<file path="src/rtl/fft16_input_framer_pkg.sv">
// Package shared by the FFT16 input framer files.
//   FFT16_POINTS : frame length (fixed at 16)
//   FFT16_AW     : slot index width (4 bits)
//   bitrev4()    : 4-bit bit reversal used for bit-reversed slot ordering
//   `FFT16_SLOT(k, n) : part-select of slot k in a flat bus of n-bit words
//                       (same slot layout as the FFT16_top inputs)
`ifndef FFT16_SLOT
`define FFT16_SLOT(k, n) ((k) * (n)) +: (n)
`endif

package fft16_input_framer_pkg;

  localparam int FFT16_POINTS = 16;
  localparam int FFT16_AW     = 4;

  function automatic logic [FFT16_AW-1:0] bitrev4(input logic [FFT16_AW-1:0] k);
    return {k[0], k[1], k[2], k[3]};
  endfunction

endpackage

</file>
<file path="src/rtl/fft16_input_framer_if.sv">
// Sample stream interface into the FFT16 input framer.
//   valid : source has a sample this cycle
//   re/im : complex sample, N-bit two's complement each
//   ready : framer can accept a sample this cycle
// Handshake: a sample transfers on every rising clock edge where valid and
// ready are both high. The source holds valid/re/im until that edge; ready
// depends only on framer registers, never on valid.
// Modports: master = sample source, slave = framer.
interface fft16_input_framer_if #(
  parameter int N = 16
) ();
  logic         valid;
  logic [N-1:0] re;
  logic [N-1:0] im;
  logic         ready;

  modport master (output valid, output re, output im, input ready);
  modport slave  (input valid, input re, input im, output ready);
endinterface

</file>
<file path="src/rtl/fft16_input_framer_sample_bank.sv">
// One 16-entry complex sample bank for the FFT16 input framer.
// Single write port, full parallel read of all 16 slots.
//   clk, rst_n          : clock, asynchronous active-low reset (clears all slots)
//   we, addr            : write enable and slot index
//   wr_re, wr_im        : sample written to slot addr
//   rd_re_flat/rd_im_flat : all slots, slot k at [k*N +: N]
module fft16_input_framer_sample_bank
  import fft16_input_framer_pkg::*;
#(
  parameter int N = 16
) (
  input  logic                      clk,
  input  logic                      rst_n,
  input  logic                      we,
  input  logic [FFT16_AW-1:0]       addr,
  input  logic [N-1:0]              wr_re,
  input  logic [N-1:0]              wr_im,
  output logic [FFT16_POINTS*N-1:0] rd_re_flat,
  output logic [FFT16_POINTS*N-1:0] rd_im_flat
);

  logic [N-1:0] mem_re [FFT16_POINTS];
  logic [N-1:0] mem_im [FFT16_POINTS];

  always_ff @(posedge clk or negedge rst_n) begin
    if (!rst_n) begin
      for (int k = 0; k < FFT16_POINTS; k++) begin
        mem_re[k] <= '0;
        mem_im[k] <= '0;
      end
    end else if (we) begin
      mem_re[addr] <= wr_re;
      mem_im[addr] <= wr_im;
    end
  end

  always_comb begin
    rd_re_flat = '0;
    rd_im_flat = '0;
    for (int k = 0; k < FFT16_POINTS; k++) begin
      rd_re_flat[`FFT16_SLOT(k, N)] = mem_re[k];
      rd_im_flat[`FFT16_SLOT(k, N)] = mem_im[k];
    end
  end

endmodule

</file>
<file path="src/rtl/fft16_input_framer.sv">
// FFT16 input framer: collects 16 streamed complex samples into ping-pong
// banks and presents each full frame as 16 parallel words, held until the
// FFT pulses i_fft_done. Data passes through unmodified (Q8 fraction kept).
// Build option: define FFT16_IN_BITREV_EN to write arrival index k into slot
// bitrev4(k); otherwise slot k. Handshake and timing are identical.
// Ports:
//   i_clk, i_rst_n        : clock, asynchronous active-low reset
//   s_in                  : sample stream (valid/re/im/ready), slave side
//   i_flush               : discard the partially filled (or pending) frame
//   i_fft_done            : FFT finished with the presented frame (pulse)
//   o_start               : one-cycle pulse, a new frame is presented
//   o_busy                : a frame is presented and held for the FFT
//   o_fill_cnt            : samples in the filling bank (0..16)
//   o_re_flat, o_im_flat  : presented frame, slot k at [k*N +: N]
module fft16_input_framer
  import fft16_input_framer_pkg::*;
#(
  parameter int N = 16
) (
  input  logic                      i_clk,
  input  logic                      i_rst_n,
  fft16_input_framer_if.slave       s_in,
  input  logic                      i_flush,
  input  logic                      i_fft_done,
  output logic                      o_start,
  output logic                      o_busy,
  output logic [4:0]                o_fill_cnt,
  output logic [FFT16_POINTS*N-1:0] o_re_flat,
  output logic [FFT16_POINTS*N-1:0] o_im_flat
);

  logic [4:0]          fill_cnt;
  logic                wbank;
  logic                pbank;
  logic                full;
  logic                accept;
  logic                last_accept;
  logic                swap;
  logic                wr_en;
  logic [FFT16_AW-1:0] wr_addr;

  logic [FFT16_POINTS*N-1:0] b0_re, b0_im, b1_re, b1_im;

  assign full        = (fill_cnt == 5'd16);
  assign s_in.ready  = !full;
  assign accept      = s_in.valid && !full;
  assign last_accept = accept && (fill_cnt == 5'd15);
  // The 16th accept may swap on its own edge so an idle FFT sees o_start in
  // the very next cycle; a frame that completed earlier swaps when the FFT
  // frees up. Flush cancels the swap and discards the pending frame.
  assign swap  = !i_flush && (!o_busy || i_fft_done) && (full || last_accept);
  assign wr_en = accept && !i_flush;

`ifdef FFT16_IN_BITREV_EN
  assign wr_addr = bitrev4(fill_cnt[FFT16_AW-1:0]);
`else
  assign wr_addr = fill_cnt[FFT16_AW-1:0];
`endif

  always_ff @(posedge i_clk or negedge i_rst_n) begin
    if (!i_rst_n) begin
      fill_cnt <= '0;
      wbank    <= 1'b0;
      pbank    <= 1'b0;
      o_busy   <= 1'b0;
      o_start  <= 1'b0;
    end else begin
      o_start <= swap;
      if (i_flush || swap) begin
        fill_cnt <= '0;
      end else if (accept) begin
        fill_cnt <= fill_cnt + 5'd1;
      end
      if (swap) begin
        pbank  <= wbank;
        wbank  <= !wbank;
        o_busy <= 1'b1;
      end else if (i_fft_done) begin
        o_busy <= 1'b0;
      end
    end
  end

  // While busy, wbank != pbank, so the presented bank is never written.
  fft16_input_framer_sample_bank #(.N(N)) u_bank0 (
    .clk        (i_clk),
    .rst_n      (i_rst_n),
    .we         (wr_en && !wbank),
    .addr       (wr_addr),
    .wr_re      (s_in.re),
    .wr_im      (s_in.im),
    .rd_re_flat (b0_re),
    .rd_im_flat (b0_im)
  );

  fft16_input_framer_sample_bank #(.N(N)) u_bank1 (
    .clk        (i_clk),
    .rst_n      (i_rst_n),
    .we         (wr_en && wbank),
    .addr       (wr_addr),
    .wr_re      (s_in.re),
    .wr_im      (s_in.im),
    .rd_re_flat (b1_re),
    .rd_im_flat (b1_im)
  );

  assign o_re_flat  = pbank ? b1_re : b0_re;
  assign o_im_flat  = pbank ? b1_im : b0_im;
  assign o_fill_cnt = fill_cnt;

endmodule
</file>
<file path="src/flat_wrapper.sv">
// flat-port wrapper written by rule: the top's interface ports become plain ports
module fft16_input_framer_flat import fft16_input_framer_pkg::*;
#(
  parameter int N = 16
)
  (i_clk, i_rst_n, i_flush, i_fft_done, o_start, o_busy, o_fill_cnt, o_re_flat, o_im_flat, s_in_valid, s_in_re, s_in_im, s_in_ready);
  fft16_input_framer_if #(.N(N)) s_in_i ();
  input  logic i_clk;
  input  logic i_rst_n;
  input  logic i_flush;
  input  logic i_fft_done;
  output logic o_start;
  output logic o_busy;
  output logic [4:0] o_fill_cnt;
  output logic [FFT16_POINTS*N-1:0] o_re_flat;
  output logic [FFT16_POINTS*N-1:0] o_im_flat;
  input wire logic [$bits(s_in_i.valid)-1:0] s_in_valid;
  input wire logic [$bits(s_in_i.re)-1:0] s_in_re;
  input wire logic [$bits(s_in_i.im)-1:0] s_in_im;
  output wire logic [$bits(s_in_i.ready)-1:0] s_in_ready;
  assign s_in_i.valid = s_in_valid;
  assign s_in_i.re = s_in_re;
  assign s_in_i.im = s_in_im;
  assign s_in_ready = s_in_i.ready;
  fft16_input_framer #(.N(N)) u_core (.i_clk(i_clk), .i_rst_n(i_rst_n), .s_in(s_in_i), .i_flush(i_flush), .i_fft_done(i_fft_done), .o_start(o_start), .o_busy(o_busy), .o_fill_cnt(o_fill_cnt), .o_re_flat(o_re_flat), .o_im_flat(o_im_flat));
endmodule
</file>
<file path="config.mk">
export PLATFORM = sky130hd
export DESIGN_NAME = fft16_input_framer_flat
export DESIGN_NICKNAME = d
export VERILOG_FILES = /design/src/rtl/fft16_input_framer_pkg.sv /design/src/rtl/fft16_input_framer_if.sv /design/src/rtl/fft16_input_framer_sample_bank.sv /design/src/rtl/fft16_input_framer.sv /design/src/flat_wrapper.sv
export SDC_FILE = /design/constraint.sdc
export NUM_CORES = 1
export LEC_CHECK = 0
export CAP_MARGIN = 40
export CORE_ASPECT_RATIO = 2
export CORE_MARGIN = 4
export CORE_UTILIZATION = 56
export CTS_CLUSTER_DIAMETER = 100
export DETAILED_ROUTE_END_ITERATION = 12
export PLACE_DENSITY = 0.8
export SLEW_MARGIN = 0
export SYNTH_ARGS = -nofsm -noshare
export SYNTH_HDL_FRONTEND = slang
export SYNTH_SLANG_ARGS = --single-unit
</file>
<file path="constraint.sdc">
create_clock -name i_clk -period 2.6 [get_ports i_clk]
set_clock_uncertainty 0.15 [all_clocks]
set_input_delay 0.52 -clock i_clk [delete_from_list [all_inputs] [get_ports i_clk]]
set_output_delay 0.52 -clock i_clk [all_outputs]
set_load 0.01 [all_outputs]
</file>
==> flow_metrics.env, run 1 <==
export IMPL_start_kind="register"
export IMPL_drive_above_1_share_pct=56.4
export IMPL_synth_distinct_cells=39
export IMPL_drt_pass1_iterations=7
export IMPL_die_h_um=408
export IMPL_ant_nets=0
export IMPL_cts_tree="built"
export IMPL_final_common_cell="mux2_2"
export IMPL_place_gp_congestion=0.825
export IMPL_h_tree_depth=3
export IMPL_maxCapViolations=0
export IMPL_worst_hold_slack_ns=0.160
export IMPL_netlist_instances=2918
export IMPL_yosysWarningCount=0
export IMPL_tightestPinTransition_ns=0.916
export IMPL_post_synth_top_area_cell="dfrtp_1"
export IMPL_cellLeakagePower_nw=30.9
export IMPL_synth_nets=2960
export IMPL_start_util_pct=56.6
export IMPL_violations="negative setup slack"
export IMPL_cts_buffers=88
export IMPL_port_buffers=556
export IMPL_place_inst=4407
export IMPL_core_um2=79300
export IMPL_area_delta_synth_final_pct=26.7
export IMPL_met1Wirelength_um=50700
export IMPL_cts_sinks=1033
export IMPL_die_x_um=208
export IMPL_avgSynthCellArea_um2=15.4
export IMPL_hp_class="in2async"
export IMPL_rsz0062_at_grt="true"
export IMPL_crit_cells=4
export IMPL_grt_use_total_pct=29.3
export IMPL_gr_total_overflow=0
export IMPL_pre_cts_slack_ns=-0.201
export IMPL_clockRootBuffer="clkbuf_16"
export IMPL_crit_fanout=10
export IMPL_fmax_mhz=314
export IMPL_crit_buf_inv=3
export IMPL_drc=0
export IMPL_grt_antenna_before_repair=2
export IMPL_crit_arrival_ns=2.52
export IMPL_worst_r2r_path_depth=6
export IMPL_slew_headroom_pct=38.9
export IMPL_maxSlewViolCount=0
export IMPL_final_hold_violation_count=0
export IMPL_finish_cell_count_without_fillers=4627
export IMPL_postPlaceCellArea_um2=52900
export IMPL_wl_met2_um=66700
export IMPL_clk_latency_ns=0.67
export IMPL_status="finished, violations left"
export IMPL_seq_area_frac_synth_pct=57.6
export IMPL_cts_buffer_depth=3
export IMPL_crit_path_cell_trace="buf_16 -> buf_4 -> mux2_2 -> clkdlybuf4s50_1"
export IMPL_crit_slowest_cell="dfrtp_4"
export IMPL_synth_seq_cells=1033
export IMPL_grt_max_degree=107
export IMPL_rows=146
export IMPL_nNetsFinal=3561
export IMPL_fin_crit_sh_pct=123
export IMPL_grt_pass1_vias=30300
export IMPL_setup_violations=514
export IMPL_period_needed_ns=3.19
export IMPL_criticalPathCategory="reg2out"
export IMPL_synth_area_um2=44900
export IMPL_p_per_area_nw_per_um2=774
export IMPL_critPathTopFamily="buffers and inverters"
export IMPL_peakVddDrop_v=0.000915
export IMPL_final_core_util_pct=71.7
export IMPL_grt_pass1_wl_um=192000
export IMPL_drt_initial_drc_count=1440
export IMPL_layout_common_cells="mux2_2, dfrtp_1, clkdlybuf4s50_1"
export IMPL_tns_ns=-208.23
export IMPL_vias=27200
export IMPL_hpwl_um=83700
export IMPL_max_stage_delay_ns=0.51
export IMPL_wire_per_inst_um=27.7
export IMPL_io_pins=557
export IMPL_routed_via_density=5.87
export IMPL_met3RoutedLength_um=6540
export IMPL_setup_slack_ns=-0.585
export IMPL_p_total_mw=44.0
export IMPL_highest_layer="met4"
export IMPL_synthTopCellsByArea="dfrtp_1, mux2_2, clkbuf_1"
export IMPL_cp_data_required_time_ns=1.93
export IMPL_clk_pin_slew_worst_paths_ns=0.07
export IMPL_routed_wl_um=128000
export IMPL_dieArea_um2=85000
export IMPL_design_area_um2=56900
export IMPL_synth_top_area_share_pct=57.6
export IMPL_cp_end_kind="primary output"
[logic make-up (layout without fill, tap and decap cells)]
family	after synthesis	count (layout)	synth area share, %
AOI/OAI and AO/OA	11	11	0.176
xor gates and xnor gates	2	2	0.0390
adders and majority gates	5	5	0.139
buffers and inverters	268	939	2.59
DFF	1033	1033	57.6
muxes	1537	1537	38.6
other	0	2	0
and+or+nand+nor	62	62	0.903
[Yosys cell counts, drive strengths merged]
cell / instances
mux2: 1537
dfrtp: 1033
clkbuf: 146
buf: 116
nand2: 12
nor2: 10
nor2b: 7
inv: 6
nand3: 6
ha: 5
a211oi: 4
and3: 4
nor3b: 4
a21oi: 3
and4bb: 3
nand4b: 3
nand2b: 2
nand3b: 2
nand4: 2
nor4bb: 2
o21ai: 2
a2111oi: 1
a311o: 1
and4b: 1
nand4bb: 1
nor3: 1
nor4b: 1
or2: 1
xnor2: 1
xor2: 1
[flip-flops by register name, summed over array words and instances (netlist names)]
| signal | flops |
|---|---|
| u_core.o_busy | 1 |
| u_core.o_fill_cnt | 5 |
| u_core.o_start | 1 |
| u_core.pbank | 1 |
| u_core.u_bank0.rd_im_flat | 256 |
| u_core.u_bank0.rd_re_flat | 256 |
| u_core.u_bank1.rd_im_flat | 256 |
| u_core.u_bank1.rd_re_flat | 256 |
| u_core.wbank | 1 |
[worst paths after layout]
kind,startpoint,endpoint,slack (ns)
max in group asynchronous,i_rst_n,u_core.u_bank0.rd_im_flat[74],1.10
worst max-delay path,u_core.pbank,o_im_flat[207],-0.59
min in group i_clk,u_core.u_bank1.rd_re_flat[215],u_core.u_bank1.rd_re_flat[215],0.34
worst min-delay path,i_rst_n,u_core.u_bank1.rd_re_flat[24],0.16
worst min register to register,u_core.u_bank1.rd_re_flat[215],u_core.u_bank1.rd_re_flat[215],0.34
worst max register to register,u_core.o_fill_cnt[0],u_core.u_bank0.rd_im_flat[248],0.12
[repair_timing]
| item | in CTS | in global routing |
|---|---|---|
| resized for setup | 155 | 398 |
| hold endpoints to repair | 193 | 0 |
| hold buffers | 2 | 0 |
| cloned | 2 | 11 |
| setup endpoints to repair | 514 | 515 |
| setup buffers | 4 | 39 |
[worst register-to-register path: stages (launching register included)]
cell and delay (ns):
dfrtp_1 0.49, ha_1 0.43, nor4bb_1 0.34, buf_4 0.18
nor2b_4 0.21, buf_12 0.20, mux2_2 0.36
[power by group]
part           internal (mW)  switching, mW  leakage [nW]  total [mW]
logic                   6.18           5.27          15.2        11.5
clock network           8.38           5.99          1.55        14.4
registers               17.5          0.760          14.1        18.2
total                   32.0           12.0          30.9        44.0
[cell type report]
type | count | area, um^2
Antenna cell | 2 | 5.00
Clock buffer | 120 | 2540
Clock inverter | 40 | 614
Fill cell | 5242 | 22400
Inverter | 6 | 22.5
Multi-Input combinational cell | 1617 | 18100
Sequential cell | 1033 | 25900
Tap cell | 1036 | 1300
Timing Repair Buffer | 773 | 8460
[per-layer routing]
metal / up-vias / GRT usage, %
met3: 179 / 5.46
met4: 0 / 11.4
li1: 11500 / -
met1: 14600 / 36.9
met2: 827 / 50.4
met5: - / 0
No activity file was read; power rests on OpenSTA's default activity.
==> run 2, diff against run 1 <==
- CORE_UTILIZATION: 56 -> 60
- PLACE_DENSITY: 0.8 -> 0.85
- REMOVE_ABC_BUFFERS: unset -> 1
- clock period: 2.6 -> 4.01 ns (I/O delays scaled with it)
==> flow_metrics.env, run 2 (synthesis results as in run 1) <==
export IMPL_slew_headroom_pct=36.0
export IMPL_criticalPathCategory="reg2out"
export IMPL_routed_via_density=6.09
export IMPL_peakVddDrop_v=0.000431
export IMPL_period_needed_ns=3.83
export IMPL_clockPowerShare_pct=32.5
export IMPL_r2r_start="u_core.o_fill_cnt[0]"
export IMPL_comb_power_share_pct=23.2
export IMPL_clk_latency_ns=0.67
export IMPL_cts_buffers=87
export IMPL_hp_class="in2async"
export IMPL_ant_nets=0
export IMPL_area_delta_synth_final_pct=21.9
export IMPL_cts_buffer_depth=3
export IMPL_maxSlewViolCount=0
export IMPL_final_hold_violation_count=6
export IMPL_clockRootBuffer="clkbuf_16"
export IMPL_wire_per_inst_um=28.7
export IMPL_hpwl_um=80200
export IMPL_h_tree_depth=3
export IMPL_start_util_pct=60.6
export IMPL_cts_tree="built"
export IMPL_grt_antenna_before_repair=3
export IMPL_drive_above_1_share_pct=52.2
export IMPL_layout_common_cells="mux2_2, dfrtp_1, clkdlybuf4s50_1"
export IMPL_final_common_cell="mux2_2"
export IMPL_p_int_mw=19.4
export IMPL_worst_r2r_path_depth=6
export IMPL_tightestPinTransition_ns=0.960
export IMPL_core_um2=74100
export IMPL_p_total_mw=26.7
export IMPL_start_kind="register"
export IMPL_p_switching_mw=7.34
export IMPL_seq_power_share_pct=44.3
export IMPL_drc=0
export IMPL_rows=141
export IMPL_place_inst=4249
export IMPL_crit_fanout=39
export IMPL_timing_rr_end="u_core.u_bank1.rd_re_flat[54]"
export IMPL_fmax_mhz=261
export IMPL_die_h_um=395
export IMPL_violations="negative hold slack"
export IMPL_setup_violations=0
export IMPL_cts_sinks=1033
export IMPL_drt_pass1_iterations=6
export IMPL_swShare_pct=27.4
export IMPL_rsz0062_at_grt="false"
export IMPL_dieArea_um2=79500
export IMPL_grt_use_total_pct=31.5
export IMPL_place_gp_congestion=0.836
export IMPL_worst_hold_slack_ns=-0.0144
export IMPL_crit_arrival_ns=2.88
export IMPL_clk_pin_slew_worst_paths_ns=0.07
export IMPL_port_buffers=556
export IMPL_maxCapViolations=0
export IMPL_cellLeakagePower_nw=26.7
export IMPL_vias=26800
export IMPL_finish_cell_count_without_fillers=4411
export IMPL_grt_pass1_vias=30400
export IMPL_grt_pass1_wl_um=191000
export IMPL_tns_ns=0
export IMPL_grt_max_degree=88
export IMPL_cp_end_kind="primary output"
export IMPL_fin_crit_sh_pct=95.5
export IMPL_fillCellCount=4600
export IMPL_post_cts_resized=0
export IMPL_cp_data_required_time_ns=3.06
export IMPL_nNetsFinal=3453
export IMPL_drt_initial_drc_count=1306
export IMPL_routed_wl_um=127000
export IMPL_status="finished, violations left"
export IMPL_ff2ff_setup_slack_ns=0.90
export IMPL_gr_total_overflow=0
export IMPL_p_per_area_nw_per_um2=489
export IMPL_die_x_um=201
export IMPL_io_pins=557
-- run 2: metal layers --
layer / global-route usage [%] / up-vias / wire [um]
met3: 8.66 / 229 / 8970
met2: 53.6 / 909 / 63700
met1: 38.1 / 14400 / 48300
met5: 0 / - / 13
li1: - / 11300 / -
met4: 13.1 / 2 / 5620
-- run 2: worst max-delay path: stages (launching register included) --
cell             delay (ns)
dfrtp_4                0.64
buf_12                 0.29
buf_4                  0.31
mux2_2                 0.37
clkdlybuf4s50_1        0.55
-- run 2: metrics by stage --
step                cell area (um^2)  util [%]  setup WS, ns
floorplan                      43700         -         -9.08
global placement               51700      69.8         0.416
detailed placement             51800      69.9         0.312
CTS                            54700      73.8        0.0489
global route                   54700      73.9        0.0824
finish                         54700      73.9         0.181
-- run 2: timing repair --
action,4_1_cts,5_1_grt
endpoints found under the hold margin,0,0
hold buffers,0,0
buffers inserted,0,1
endpoints found under the setup margin,0,8
-- run 2: power groups by stage --
stage / registers [mW] / clock network (mW) / logic (mW)
floorplan: 12.0 / 0 / 2.43
global route: 11.9 / 9.27 / 6.51
finish: 11.8 / 8.70 / 6.21
global placement: 11.9 / 0 / 6.00
CTS: 11.8 / 8.85 / 6.20
detailed placement: 12.0 / 0 / 6.16
-- run 2: worst max-delay path by stage --
stage               slack [ns]                              to  cells after the start    startpoint
global route              0.08                   o_im_flat[98]                      4  u_core.pbank
detailed placement        0.31  u_core.u_bank0.rd_re_flat[119]                      5    s_in_valid
CTS                       0.05                   o_im_flat[98]                      4  u_core.pbank
floorplan                -9.08                    o_im_flat[0]                      1  u_core.pbank
global placement          0.42  u_core.u_bank0.rd_re_flat[114]                      5    s_in_valid
finish                    0.18                  o_im_flat[229]                      4  u_core.pbank
-- run 2: area by class of cell --
type	count	area, um^2	area share [%]
diodes	3	7.51	0.0137
multi-input cells	1617	18000	32.9
well taps	929	1160	2.12
inverters	6	22.5	0.0411
repair buffers	666	6750	12.3
flip-flops and latches	1033	25900	47.2
clock inverters	29	360	0.658
clock buffers	128	2550	4.66
